`src/rtl/exec_mon_pkg.sv`:
```
// Shared types and default parameters for the retired-PC execution monitor.
package exec_mon_pkg;

    typedef enum logic [1:0] {
        ST_IDLE    = 2'd0,
        ST_RUN     = 2'd1,
        ST_HALTED  = 2'd2,
        ST_TIMEOUT = 2'd3
    } exec_mon_state_e;

    localparam int unsigned DEF_N_WATCH  = 32'd4;
    localparam int unsigned DEF_CNT_W    = 32'd16;
    localparam int unsigned DEF_CYC_W    = 32'd32;
    localparam int unsigned DEF_MAX_CYC  = 32'd300;
    localparam int unsigned DEF_HALT_CYC = 32'd4;

endpackage

```
`src/rtl/exec_monitor_if.sv`:
```
// Bundles the retirement stream, run control, watch configuration and monitor results.
interface exec_monitor_if
    import exec_mon_pkg::*;
#(
    parameter int unsigned N_WATCH = DEF_N_WATCH,
    parameter int unsigned CNT_W   = DEF_CNT_W,
    parameter int unsigned CYC_W   = DEF_CYC_W
);
    logic [31:0]        i_pc;
    logic               i_insn_vld;
    logic               i_start;
    logic               i_clear;
    logic [31:0]        i_watch_addr [N_WATCH];
    logic [N_WATCH-1:0] i_watch_en;
    logic [CNT_W-1:0]   o_hit_cnt [N_WATCH];
    logic [CYC_W-1:0]   o_cycle_cnt;
    logic [1:0]         o_state;
    logic               o_done;
    logic               o_timeout;
    logic [31:0]        o_halt_pc;

    modport master (
        output i_pc, i_insn_vld, i_start, i_clear, i_watch_addr, i_watch_en,
        input  o_hit_cnt, o_cycle_cnt, o_state, o_done, o_timeout, o_halt_pc
    );

    modport slave (
        input  i_pc, i_insn_vld, i_start, i_clear, i_watch_addr, i_watch_en,
        output o_hit_cnt, o_cycle_cnt, o_state, o_done, o_timeout, o_halt_pc
    );
endinterface

```
`src/rtl/exec_mon_chan.sv`:
```
// One PC watch channel: address comparator feeding a saturating hit counter.
module exec_mon_chan #(
    parameter int unsigned CNT_W = 16
) (
    input  logic             clk_i,
    input  logic             rst_i,
    input  logic             clr_i,
    input  logic             run_i,
    input  logic             vld_i,
    input  logic             en_i,
    input  logic [31:0]      pc_i,
    input  logic [31:0]      addr_i,
    output logic [CNT_W-1:0] cnt_o
);
    localparam logic [CNT_W-1:0] CNT_MAX = {CNT_W{1'b1}};

    logic [CNT_W-1:0] cnt_q;
    logic [CNT_W-1:0] cnt_d;
    logic             hit_s;

    // Next count: clear wins, otherwise count qualified hits until full scale.
    always_comb begin
        hit_s = run_i & vld_i & en_i & (pc_i == addr_i);
        if (clr_i) begin
            cnt_d = '0;
        end else if (hit_s && (cnt_q != CNT_MAX)) begin
            cnt_d = cnt_q + {{(CNT_W-1){1'b0}}, 1'b1};
        end else begin
            cnt_d = cnt_q;
        end
    end

    // Hit counter register.
    always_ff @(posedge clk_i or posedge rst_i) begin
        if (rst_i) begin
            cnt_q <= '0;
        end else begin
            cnt_q <= cnt_d;
        end
    end

    assign cnt_o = cnt_q;
endmodule

```
`src/rtl/exec_monitor.sv`:
```
// Execution monitor: run FSM, cycle watchdog, self-loop halt detector and watch channels.
module exec_monitor
    import exec_mon_pkg::*;
#(
    parameter int unsigned N_WATCH  = DEF_N_WATCH,
    parameter int unsigned CNT_W    = DEF_CNT_W,
    parameter int unsigned CYC_W    = DEF_CYC_W,
    parameter int unsigned MAX_CYC  = DEF_MAX_CYC,
    parameter int unsigned HALT_CYC = DEF_HALT_CYC
) (
    input logic           i_clk,
    input logic           i_reset,
    exec_monitor_if.slave bus
);
    localparam int unsigned      STB_W    = $clog2(HALT_CYC + 1);
    localparam logic [STB_W-1:0] STB_HALT = STB_W'(HALT_CYC);
    localparam logic [STB_W-1:0] STB_ONE  = STB_W'(1);
    localparam logic [CYC_W-1:0] CYC_LAST = CYC_W'(MAX_CYC - 1);
    localparam logic [CYC_W-1:0] CYC_ONE  = CYC_W'(1);

    exec_mon_state_e  state_q, state_d;
    logic [CYC_W-1:0] cycle_q, cycle_d;
    logic [STB_W-1:0] stable_q, stable_d;
    logic [31:0]      last_pc_q, last_pc_d;
    logic [31:0]      halt_pc_q, halt_pc_d;
    logic             done_q, timeout_q;
    logic             halt_hit_s;
    logic             chan_clr_s;
    logic             run_s;
    logic [CNT_W-1:0] hit_cnt_s [N_WATCH];

    // Next-state logic for the FSM and the run bookkeeping counters.
    always_comb begin
        state_d    = state_q;
        cycle_d    = cycle_q;
        stable_d   = stable_q;
        last_pc_d  = last_pc_q;
        halt_pc_d  = halt_pc_q;
        halt_hit_s = 1'b0;
        if (bus.i_clear) begin
            state_d   = ST_IDLE;
            cycle_d   = '0;
            stable_d  = '0;
            last_pc_d = '0;
            halt_pc_d = '0;
        end else begin
            case (state_q)
                ST_IDLE: begin
                    if (bus.i_start) begin
                        state_d   = ST_RUN;
                        cycle_d   = '0;
                        stable_d  = '0;
                        last_pc_d = '0;
                        halt_pc_d = '0;
                    end else begin
                        state_d = ST_IDLE;
                    end
                end
                ST_RUN: begin
                    cycle_d = cycle_q + CYC_ONE;
                    // stable_q == 0 marks "no retirement seen yet", so PC 0 cannot fake a repeat.
                    if (bus.i_insn_vld) begin
                        if ((stable_q != '0) && (bus.i_pc == last_pc_q)) begin
                            if ((stable_q + STB_ONE) >= STB_HALT) begin
                                stable_d   = STB_HALT;
                                halt_hit_s = 1'b1;
                            end else begin
                                stable_d = stable_q + STB_ONE;
                            end
                        end else begin
                            stable_d  = STB_ONE;
                            last_pc_d = bus.i_pc;
                        end
                    end else begin
                        stable_d = stable_q;
                    end
                    if (halt_hit_s) begin
                        state_d   = ST_HALTED;
                        halt_pc_d = bus.i_pc;
                    end else if (cycle_q == CYC_LAST) begin
                        state_d = ST_TIMEOUT;
                    end else begin
                        state_d = ST_RUN;
                    end
                end
                ST_HALTED:  state_d = ST_HALTED;
                ST_TIMEOUT: state_d = ST_TIMEOUT;
                default:    state_d = ST_IDLE;
            endcase
        end
    end

    // Register bank; done/timeout are registered decodes of the next state.
    always_ff @(posedge i_clk or posedge i_reset) begin
        if (i_reset) begin
            state_q   <= ST_IDLE;
            cycle_q   <= '0;
            stable_q  <= '0;
            last_pc_q <= '0;
            halt_pc_q <= '0;
            done_q    <= 1'b0;
            timeout_q <= 1'b0;
        end else begin
            state_q   <= state_d;
            cycle_q   <= cycle_d;
            stable_q  <= stable_d;
            last_pc_q <= last_pc_d;
            halt_pc_q <= halt_pc_d;
            done_q    <= (state_d == ST_HALTED);
            timeout_q <= (state_d == ST_TIMEOUT);
        end
    end

    assign chan_clr_s = bus.i_clear | ((state_q == ST_IDLE) & bus.i_start);
    assign run_s      = (state_q == ST_RUN);

    for (genvar k = 0; k < N_WATCH; k++) begin : g_chan
        exec_mon_chan #(.CNT_W(CNT_W)) u_chan (
            .clk_i  (i_clk),
            .rst_i  (i_reset),
            .clr_i  (chan_clr_s),
            .run_i  (run_s),
            .vld_i  (bus.i_insn_vld),
            .en_i   (bus.i_watch_en[k]),
            .pc_i   (bus.i_pc),
            .addr_i (bus.i_watch_addr[k]),
            .cnt_o  (hit_cnt_s[k])
        );
    end

    assign bus.o_hit_cnt   = hit_cnt_s;
    assign bus.o_cycle_cnt = cycle_q;
    assign bus.o_state     = state_q;
    assign bus.o_done      = done_q;
    assign bus.o_timeout   = timeout_q;
    assign bus.o_halt_pc   = halt_pc_q;
endmodule
```
`src/flat_wrapper.sv`:
```
// flat-port wrapper written by rule: the top's interface ports become plain ports
module exec_monitor_flat import exec_mon_pkg::*;
#(
    parameter int unsigned N_WATCH  = DEF_N_WATCH,
    parameter int unsigned CNT_W    = DEF_CNT_W,
    parameter int unsigned CYC_W    = DEF_CYC_W,
    parameter int unsigned MAX_CYC  = DEF_MAX_CYC,
    parameter int unsigned HALT_CYC = DEF_HALT_CYC
)
  (i_clk, i_reset, bus_i_pc, bus_i_insn_vld, bus_i_start, bus_i_clear, bus_i_watch_addr, bus_i_watch_en, bus_o_hit_cnt, bus_o_cycle_cnt, bus_o_state, bus_o_done, bus_o_timeout, bus_o_halt_pc);
  exec_monitor_if #(.N_WATCH(N_WATCH), .CNT_W(CNT_W), .CYC_W(CYC_W)) bus_i ();
  input logic i_clk;
  input logic i_reset;
  input wire logic [$bits(bus_i.i_pc)-1:0] bus_i_pc;
  input wire logic [$bits(bus_i.i_insn_vld)-1:0] bus_i_insn_vld;
  input wire logic [$bits(bus_i.i_start)-1:0] bus_i_start;
  input wire logic [$bits(bus_i.i_clear)-1:0] bus_i_clear;
  input wire logic [$bits(bus_i.i_watch_addr)-1:0] bus_i_watch_addr;
  input wire logic [$bits(bus_i.i_watch_en)-1:0] bus_i_watch_en;
  output wire logic [$bits(bus_i.o_hit_cnt)-1:0] bus_o_hit_cnt;
  output wire logic [$bits(bus_i.o_cycle_cnt)-1:0] bus_o_cycle_cnt;
  output wire logic [$bits(bus_i.o_state)-1:0] bus_o_state;
  output wire logic [$bits(bus_i.o_done)-1:0] bus_o_done;
  output wire logic [$bits(bus_i.o_timeout)-1:0] bus_o_timeout;
  output wire logic [$bits(bus_i.o_halt_pc)-1:0] bus_o_halt_pc;
  assign bus_i.i_pc = bus_i_pc;
  assign bus_i.i_insn_vld = bus_i_insn_vld;
  assign bus_i.i_start = bus_i_start;
  assign bus_i.i_clear = bus_i_clear;
  assign bus_i.i_watch_addr = {>>{bus_i_watch_addr}};
  assign bus_i.i_watch_en = bus_i_watch_en;
  assign bus_o_hit_cnt = {>>{bus_i.o_hit_cnt}};
  assign bus_o_cycle_cnt = bus_i.o_cycle_cnt;
  assign bus_o_state = bus_i.o_state;
  assign bus_o_done = bus_i.o_done;
  assign bus_o_timeout = bus_i.o_timeout;
  assign bus_o_halt_pc = bus_i.o_halt_pc;
  exec_monitor #(.N_WATCH(N_WATCH), .CNT_W(CNT_W), .CYC_W(CYC_W), .MAX_CYC(MAX_CYC), .HALT_CYC(HALT_CYC)) u_core (.i_clk(i_clk), .i_reset(i_reset), .bus(bus_i));
endmodule
```
`config.mk`:
```
export PLATFORM = sky130hd
export DESIGN_NAME = exec_monitor_flat
export DESIGN_NICKNAME = d
export VERILOG_FILES = /design/src/rtl/exec_mon_pkg.sv /design/src/rtl/exec_monitor_if.sv /design/src/rtl/exec_mon_chan.sv /design/src/rtl/exec_monitor.sv /design/src/flat_wrapper.sv
export SDC_FILE = /design/constraint.sdc
export NUM_CORES = 1
export LEC_CHECK = 0
export CAP_MARGIN = 5
export CORE_ASPECT_RATIO = 1.2
export CORE_MARGIN = 3
export CORE_UTILIZATION = 40
export DETAILED_ROUTE_END_ITERATION = 10
export PLACE_DENSITY = 0.79
export SYNTH_ARGS = -nofsm -noshare
export SYNTH_HDL_FRONTEND = slang
export SYNTH_HIERARCHICAL = 1
export SYNTH_SLANG_ARGS = --single-unit
```
`constraint.sdc`:
```
create_clock -name i_clk -period 10.2 [get_ports i_clk]
set_input_delay 2.04 -clock i_clk [delete_from_list [all_inputs] [get_ports i_clk]]
set_output_delay 2.04 -clock i_clk [all_outputs]
set_load 0.01 [all_outputs]
```
==> results.json, run 1 <==
{
  "status": "completed",
  "worstSetupPathType": "input pin to flip-flop",
  "grt_use_met3_pct": 5.22,
  "worst_clock_skew_ns": 0.0113,
  "critPathMaxStageDelay_ns": 0.94,
  "dr.pass1.iters": 7,
  "routabilityCongestion": 0.884,
  "dieArea_mm2": 0.0292,
  "async_flop_share_pct": 100,
  "cp_top_family": "simple AND/OR/NAND/NOR gates",
  "final_max_slew_viol_count": 0,
  "grt_use_met2_pct": 39.3,
  "p_int_uw": 1170,
  "fin_crit_ns": 5.10,
  "hold_viol": 0,
  "dpl.hpwl_um": 25500,
  "worst_path_max_delay_cell": "nand3_1",
  "portBuffers": 300,
  "cts_num_sinks": 167,
  "syn_nets": 1269,
  "finalCritPeriodShare_pct": 50.0,
  "final_area_mm2": 0.0148,
  "final_layout_size_suffix_gt1_share_pct": 9.03,
  "mostFrequentLayoutCell": "clkdlybuf4s50_1",
  "placed_area_mm2": 0.0141,
  "wl_um": 34900,
  "clkPwrFrac_pct": 43.5,
  "core_mm2": 0.0265,
  "met1_usage_pct": 30.3,
  "worstMarginPinSlew_ns": 1.23,
  "dieWidth_um": 156,
  "seqPwrFrac_pct": 42.5,
  "clock_path_buffers": 2,
  "ctsResizeCount": 0,
  "grt-ovfl-total": 0,
  "synthCells": 1093,
  "synth-seq-area-share_pct": 38.5,
  "final_antenna_net_count": 0,
  "leakagePower_uw": 0.00623,
  "syn_avg_cell_area_um2": 9.94,
  "synth_warnings": 6,
  "cp-end-kind": "flip-flop",
  "io_pins": 301,
  "rsz0062_at_grt": "false",
  "holdBufCountCts": 0,
  "p_sw_share_pct": 26.1,
  "power.density_mw_per_mm2": 108,
  "p_sw_uw": 414,
  "fin_nets": 1548,
  "antenna_found_initial": 5,
  "path_max_fanout": 15,
  "crit_chain": "clkdlybuf4s50_1 > xor2_1 > nor4_1 > nand3_1 > nor4b_1 > mux2_2",
  "route.vias.total": 9465,
  "synth-edff-count": 0,
  "via_per_inst": 5.50,
  "cts_setup_buffers": 0,
  "max_freq_mhz": 196,
  "hold_path.class": "flip-flop to flip-flop",
  "ys_types": 54,
  "post_drt_wl_per_cell_um": 20.2,
  "drv_cap": 0,
  "area_delta_synth_final_pct": 35.8,
  "start_kind": "input pin",
  "track_usage_pct": 23.2,
  "die_h_um": 187,
  "cts-root-buf": "clkbuf_16",
  "dp.cells": 1688,
  "grt_max_degree": 112,
  "synth_top_flop_cell": "dfrtp_1",
  "clkLatencyLatePin_ns": 0.42,
  "critical_path_buf_inv_count": 1,
  "tns_ns": 0,
  "relSlewSlack_pct": 17.9,
  "htree_num_levels": 4,
  "combinationalPowerShare_pct": 14.0,
  "worstPathArrival_ns": 5.41,
  "peakVddDrop_uv": 117,
  "power_uw": 1590,
  "core.rowCount": 65,
  "clk_pin_slew_ns": 0.07,
  "cts_tree": "built",
  "first_global_vias": 9532,
  "drc_errors": 0,
  "final_cell_mix": "clkdlybuf4s50_1 (300), dfrtp_1 (167), xor2_1 (126)",
  "initial_core_util_pct": 41.0,
  "fin_cells": 1722,
  "synth_area_mm2": 0.0109,
  "drt_iter0_markers": 550,
  "grt_busiest_layer": "met2",
  "setup_viol": 0,
  "numCtsBuffers": 17,
  "grt_pass1_wl_um": 54000,
  "crit_required_ns": 10.50,
  "synth-seq-cells": 167
}
-- cell type report --
type / count / area, µm²
Multi-Input combinational cell: 855 / 6370
Antenna cell: 2 / 5.00
Clock buffer: 18 / 439
Tap cell: 335 / 419
Inverter: 21 / 83.8
Fill cell: 2332 / 11800
Sequential cell: 167 / 4180
Timing Repair Buffer: 310 / 3080
Clock inverter: 14 / 181
-- state kept, by name, indices dropped and copies added (netlist names) --
register,count
u_core/stable_q,3
u_core/g_chan.u_chan/cnt_o,64
u_core/bus.o_halt_pc,32
u_core/last_pc_q,32
u_core/bus.o_state,2
u_core/bus.o_cycle_cnt,32
u_core/bus.o_done,1
u_core/bus.o_timeout,1
-- cell families (layout without fill, tap and decap cells) --
family                     count (synthesis)  after routing  share of synthesized area, %
and+or+nand+nor                          507            507                          29.8
xor gates and xnor gates                 187            187                          15.1
DFF                                      167            167                          38.5
AOI/OAI and AO/OA                         90             90                          6.19
buffers and inverters                     71            363                          3.05
muxes                                     64             64                          6.59
adders and majority gates                  7              7                         0.806
other                                      0              2                             0
-- synth_stat cells, types with 2 or more instances --
cell	instances	area share, %
nor4_4	32	6.3
xnor2_1	61	4.9
nand2_1	63	2.2
and4_1	11	0.89
nand4_1	36	2.1
o21ai_0	37	1.7
buf_1	3	0.10
and4_4	4	0.41
buf_8	4	0.55
or3_1	5	0.29
a22o_1	34	2.7
nor2b_1	60	3.5
mux2_1	40	4.1
ha_1	7	0.81
nor4_2	8	0.92
inv_1	20	0.69
mux2_2	20	2.1
nor3_1	17	0.78
mux2i_1	4	0.37
clkbuf_1	29	1.0
and2_4	4	0.32
a311o_4	4	0.74
a21oi_1	5	0.23
nor4b_1	7	0.56
nor4_1	46	2.6
nor2_1	113	3.9
nand2b_1	9	0.52
xor2_1	126	10
dfrtp_1	167	38
nand3b_1	2	0.14
buf_2	12	0.55
nand3_1	77	3.5
and3_1	5	0.29
-- power by group through the flow --
stage | logic (µW) | registers (µW) | clock network (µW)
finish | 221 | 675 | 690
CTS | 222 | 675 | 706
detailed placement | 221 | 687 | 0
global placement | 217 | 687 | 0
global route | 238 | 675 | 736
floorplan | 97.8 | 686 | 0
-- tightest hold or removal path, stage by stage, from the launching register on --
cell and delay, ns:
dfrtp_1 0.35, nand3_1 0.06, o21ai_0 0.06
-- per-layer routing --
| metal | part of all wire [%] | vias to the layer above | routed length [µm] |
|---|---|---|---|
| li1 | - | 4437 | - |
| met1 | 42 | 4701 | 14600 |
| met2 | 50 | 288 | 17500 |
| met3 | 6.3 | 33 | 2190 |
| met4 | 1.5 | 6 | 518 |
| met5 | 0.086 | - | 30 |
-- path summary, 6_finish.rpt --
check | slack [ns] | end | start | depth (start not counted)
hold reg to reg | 0.51 | u_core/bus.o_halt_pc[15] | u_core/bus.o_halt_pc[15] | 2
max in group asynchronous | 6.71 | u_core/last_pc_q[10] | i_reset | 3
setup reg to reg | 7.40 | u_core/g_chan[2].u_chan/cnt_o[10] | u_core/bus.o_state[0] | 6
setup / recovery | 5.10 | u_core/g_chan[3].u_chan/cnt_o[5] | bus_i_pc[30] | 6
hold / removal | 0.51 | u_core/bus.o_halt_pc[15] | u_core/bus.o_halt_pc[15] | 2
min in group asynchronous | 2.32 | u_core/bus.o_cycle_cnt[12] | i_reset | 2
-- through the flow --
| step | hold WS [ns] | util (%) | setup WS, ns |
|---|---|---|---|
| 3_3_place_gp | 0.483 | 53.3 | 4.63 |
| 6_report | 0.506 | 55.7 | 5.10 |
| 2_1_floorplan | 0.493 | - | 5.46 |
| 5_1_grt | 0.537 | 55.7 | 4.93 |
| 3_5_place_dp | 0.490 | 53.3 | 4.68 |
| 4_1_cts | 0.505 | 55.6 | 5.14 |
(Power assumes the default switching activity.)
==> run 2: changes to the inputs <==
--- a/config.mk
+++ b/config.mk
@@ -10,7 +10,7 @@
 export CORE_MARGIN = 3
 export CORE_UTILIZATION = 40
 export DETAILED_ROUTE_END_ITERATION = 10
-export PLACE_DENSITY = 0.79
+export PLACE_DENSITY = 0.81
 export SYNTH_ARGS = -nofsm -noshare
 export SYNTH_HDL_FRONTEND = slang
 export SYNTH_HIERARCHICAL = 1
==> constraint.sdc (replaced) <==
create_clock -name i_clk -period 4.5 [get_ports i_clk]
set_input_delay 0.9 -clock i_clk [delete_from_list [all_inputs] [get_ports i_clk]]
set_output_delay 0.9 -clock i_clk [all_outputs]
set_load 0.01 [all_outputs]
==> run 2 against run 1 <==
Die area stayed put. First-iteration DRC count decreased by 25%. Clock skew grew 0.0030 ns. Sequential power grew 130%. Critical endpoint is now u_core/last_pc_q[29]. Largest cell class unchanged.
==> results.json, run 2 (synthesis gave the netlist of run 1 again) <==
{
  "cts_setup_buffers": 0,
  "io_pins": 301,
  "worstPathArrival_ns": 3.87,
  "leakagePower_uw": 0.00632,
  "wl_um": 35300,
  "cp-end-kind": "flip-flop",
  "worstSetupPathType": "input pin to flip-flop",
  "setup_viol": 0,
  "finalCritPeriodShare_pct": 79.4,
  "clkLatencyLatePin_ns": 0.43,
  "htree_num_levels": 4,
  "tns_ns": 0,
  "dieWidth_um": 156,
  "final_area_mm2": 0.0149,
  "ctsResizeCount": 0,
  "track_usage_pct": 23.5,
  "max_freq_mhz": 280,
  "clock_path_buffers": 2,
  "core.rowCount": 65,
  "hold_viol": 0,
  "mostFrequentLayoutCell": "clkdlybuf4s50_1",
  "final_cell_mix": "clkdlybuf4s50_1 (300), dfrtp_1 (167), xor2_1 (126)",
  "portBuffers": 300,
  "power.density_mw_per_mm2": 240,
  "final_antenna_net_count": 0,
  "placed_area_mm2": 0.0143,
  "dieArea_mm2": 0.0292,
  "antenna_found_initial": 5,
  "cts-root-buf": "clkbuf_16",
  "clk_pin_slew_ns": 0.08,
  "crit_required_ns": 4.80,
  "initial_core_util_pct": 41.0,
  "dr.pass1.iters": 5,
  "routabilityCongestion": 0.897,
  "final_max_slew_viol_count": 0,
  "post_drt_wl_per_cell_um": 20.2,
  "core_mm2": 0.0265,
  "drv_cap": 0,
  "area_delta_synth_final_pct": 37.4,
  "grt_pass1_wl_um": 54200,
  "grt-ovfl-total": 0,
  "die_h_um": 187,
  "grt_max_degree": 67,
  "hold_path.class": "flip-flop to flip-flop",
  "cts_num_sinks": 167,
  "status": "completed",
  "worst_clock_skew_ns": 0.0143,
  "via_per_inst": 5.47,
  "start_kind": "input pin",
  "largest_register_ffs": 64,
  "final_layout_size_suffix_gt1_share_pct": 10.2,
  "drt_iter0_markers": 414,
  "drc_errors": 0,
  "numCtsBuffers": 17,
  "critPathMaxStageDelay_ns": 0.72,
  "holdBufCountCts": 0,
  "crit_chain": "clkdlybuf4s50_1 > xor2_1 > nor4_1 > o2111ai_1 > o211a_1 > a22o_1",
  "worstMarginPinSlew_ns": 1.00,
  "peakVddDrop_uv": 209,
  "worst_path_max_delay_cell": "o211a_1",
  "relSlewSlack_pct": 33.3,
  "first_global_vias": 9657,
  "route.vias.total": 9540,
  "rsz0062_at_grt": "false",
  "fin_crit_ns": 3.57,
  "cts_tree": "built",
  "fin_nets": 1567,
  "path_max_fanout": 32,
  "dpl.hpwl_um": 26300
}
run 2: per-stage QoR:
step	hold WS, ns	setup slack [ns]	total power (µW)	cells	utilization [%]
after floorplan	0.493	0.896	1780	1093	-
after global placement	0.486	0.619	2060	1707	53.9
after detailed placement	0.494	0.523	2080	1707	53.9
after CTS	0.514	0.967	3630	1739	56.3
after global routing	0.541	0.843	3740	1743	56.3
final	0.510	0.927	3590	1743	56.3
run 2: cell type report:
cell class / count / area (µm²)
Antenna cell: 4 / 10.0
Fill cell: 2307 / 11600
Tap cell: 335 / 419
Timing Repair Buffer: 329 / 3250
Clock inverter: 14 / 188
Multi-Input combinational cell: 855 / 6370
Inverter: 21 / 83.8
Clock buffer: 18 / 429
Sequential cell: 167 / 4180
run 2: metal layers:
| layer | share of wire, % | global-route usage [%] | routed length, µm | vias up |
|---|---|---|---|---|
| met4 | 2.2 | 7.21 | 780 | 2 |
| met1 | 42 | 30.2 | 14800 | 4675 |
| met3 | 5.4 | 4.38 | 1920 | 40 |
| li1 | - | - | - | 4475 |
| met2 | 50 | 39.9 | 17700 | 348 |
| met5 | 0.057 | 0 | 20 | - |
run 2: final timing paths:
kind	from	slack (ns)	end	cells after the start
max	bus_i_pc[10]	0.93	u_core/last_pc_q[29]	6
max in group asynchronous	i_reset	2.55	u_core/last_pc_q[30]	3
max reg2reg	u_core/bus.o_state[1]	1.74	u_core/g_chan[2].u_chan/cnt_o[3]	7
min reg2reg	u_core/bus.o_halt_pc[10]	0.51	u_core/bus.o_halt_pc[10]	2
min in group asynchronous	i_reset	1.21	u_core/g_chan[2].u_chan/cnt_o[12]	2
min	u_core/bus.o_halt_pc[10]	0.51	u_core/bus.o_halt_pc[10]	2
run 2: worst max-delay path: cells and delay by family:
family / cells / cell delay [ns]
xor+xnor: 1 / 0.26
compound gates: 3 / 1.49
buf+inv: 1 / 0.64
simple gates: 1 / 0.56
run 2: where the power goes:
group | total [µW] | internal (µW) | switching [µW]
clock network | 1540 | 848 | 693
logic | 518 | 248 | 270
registers | 1530 | 1520 | 14.1
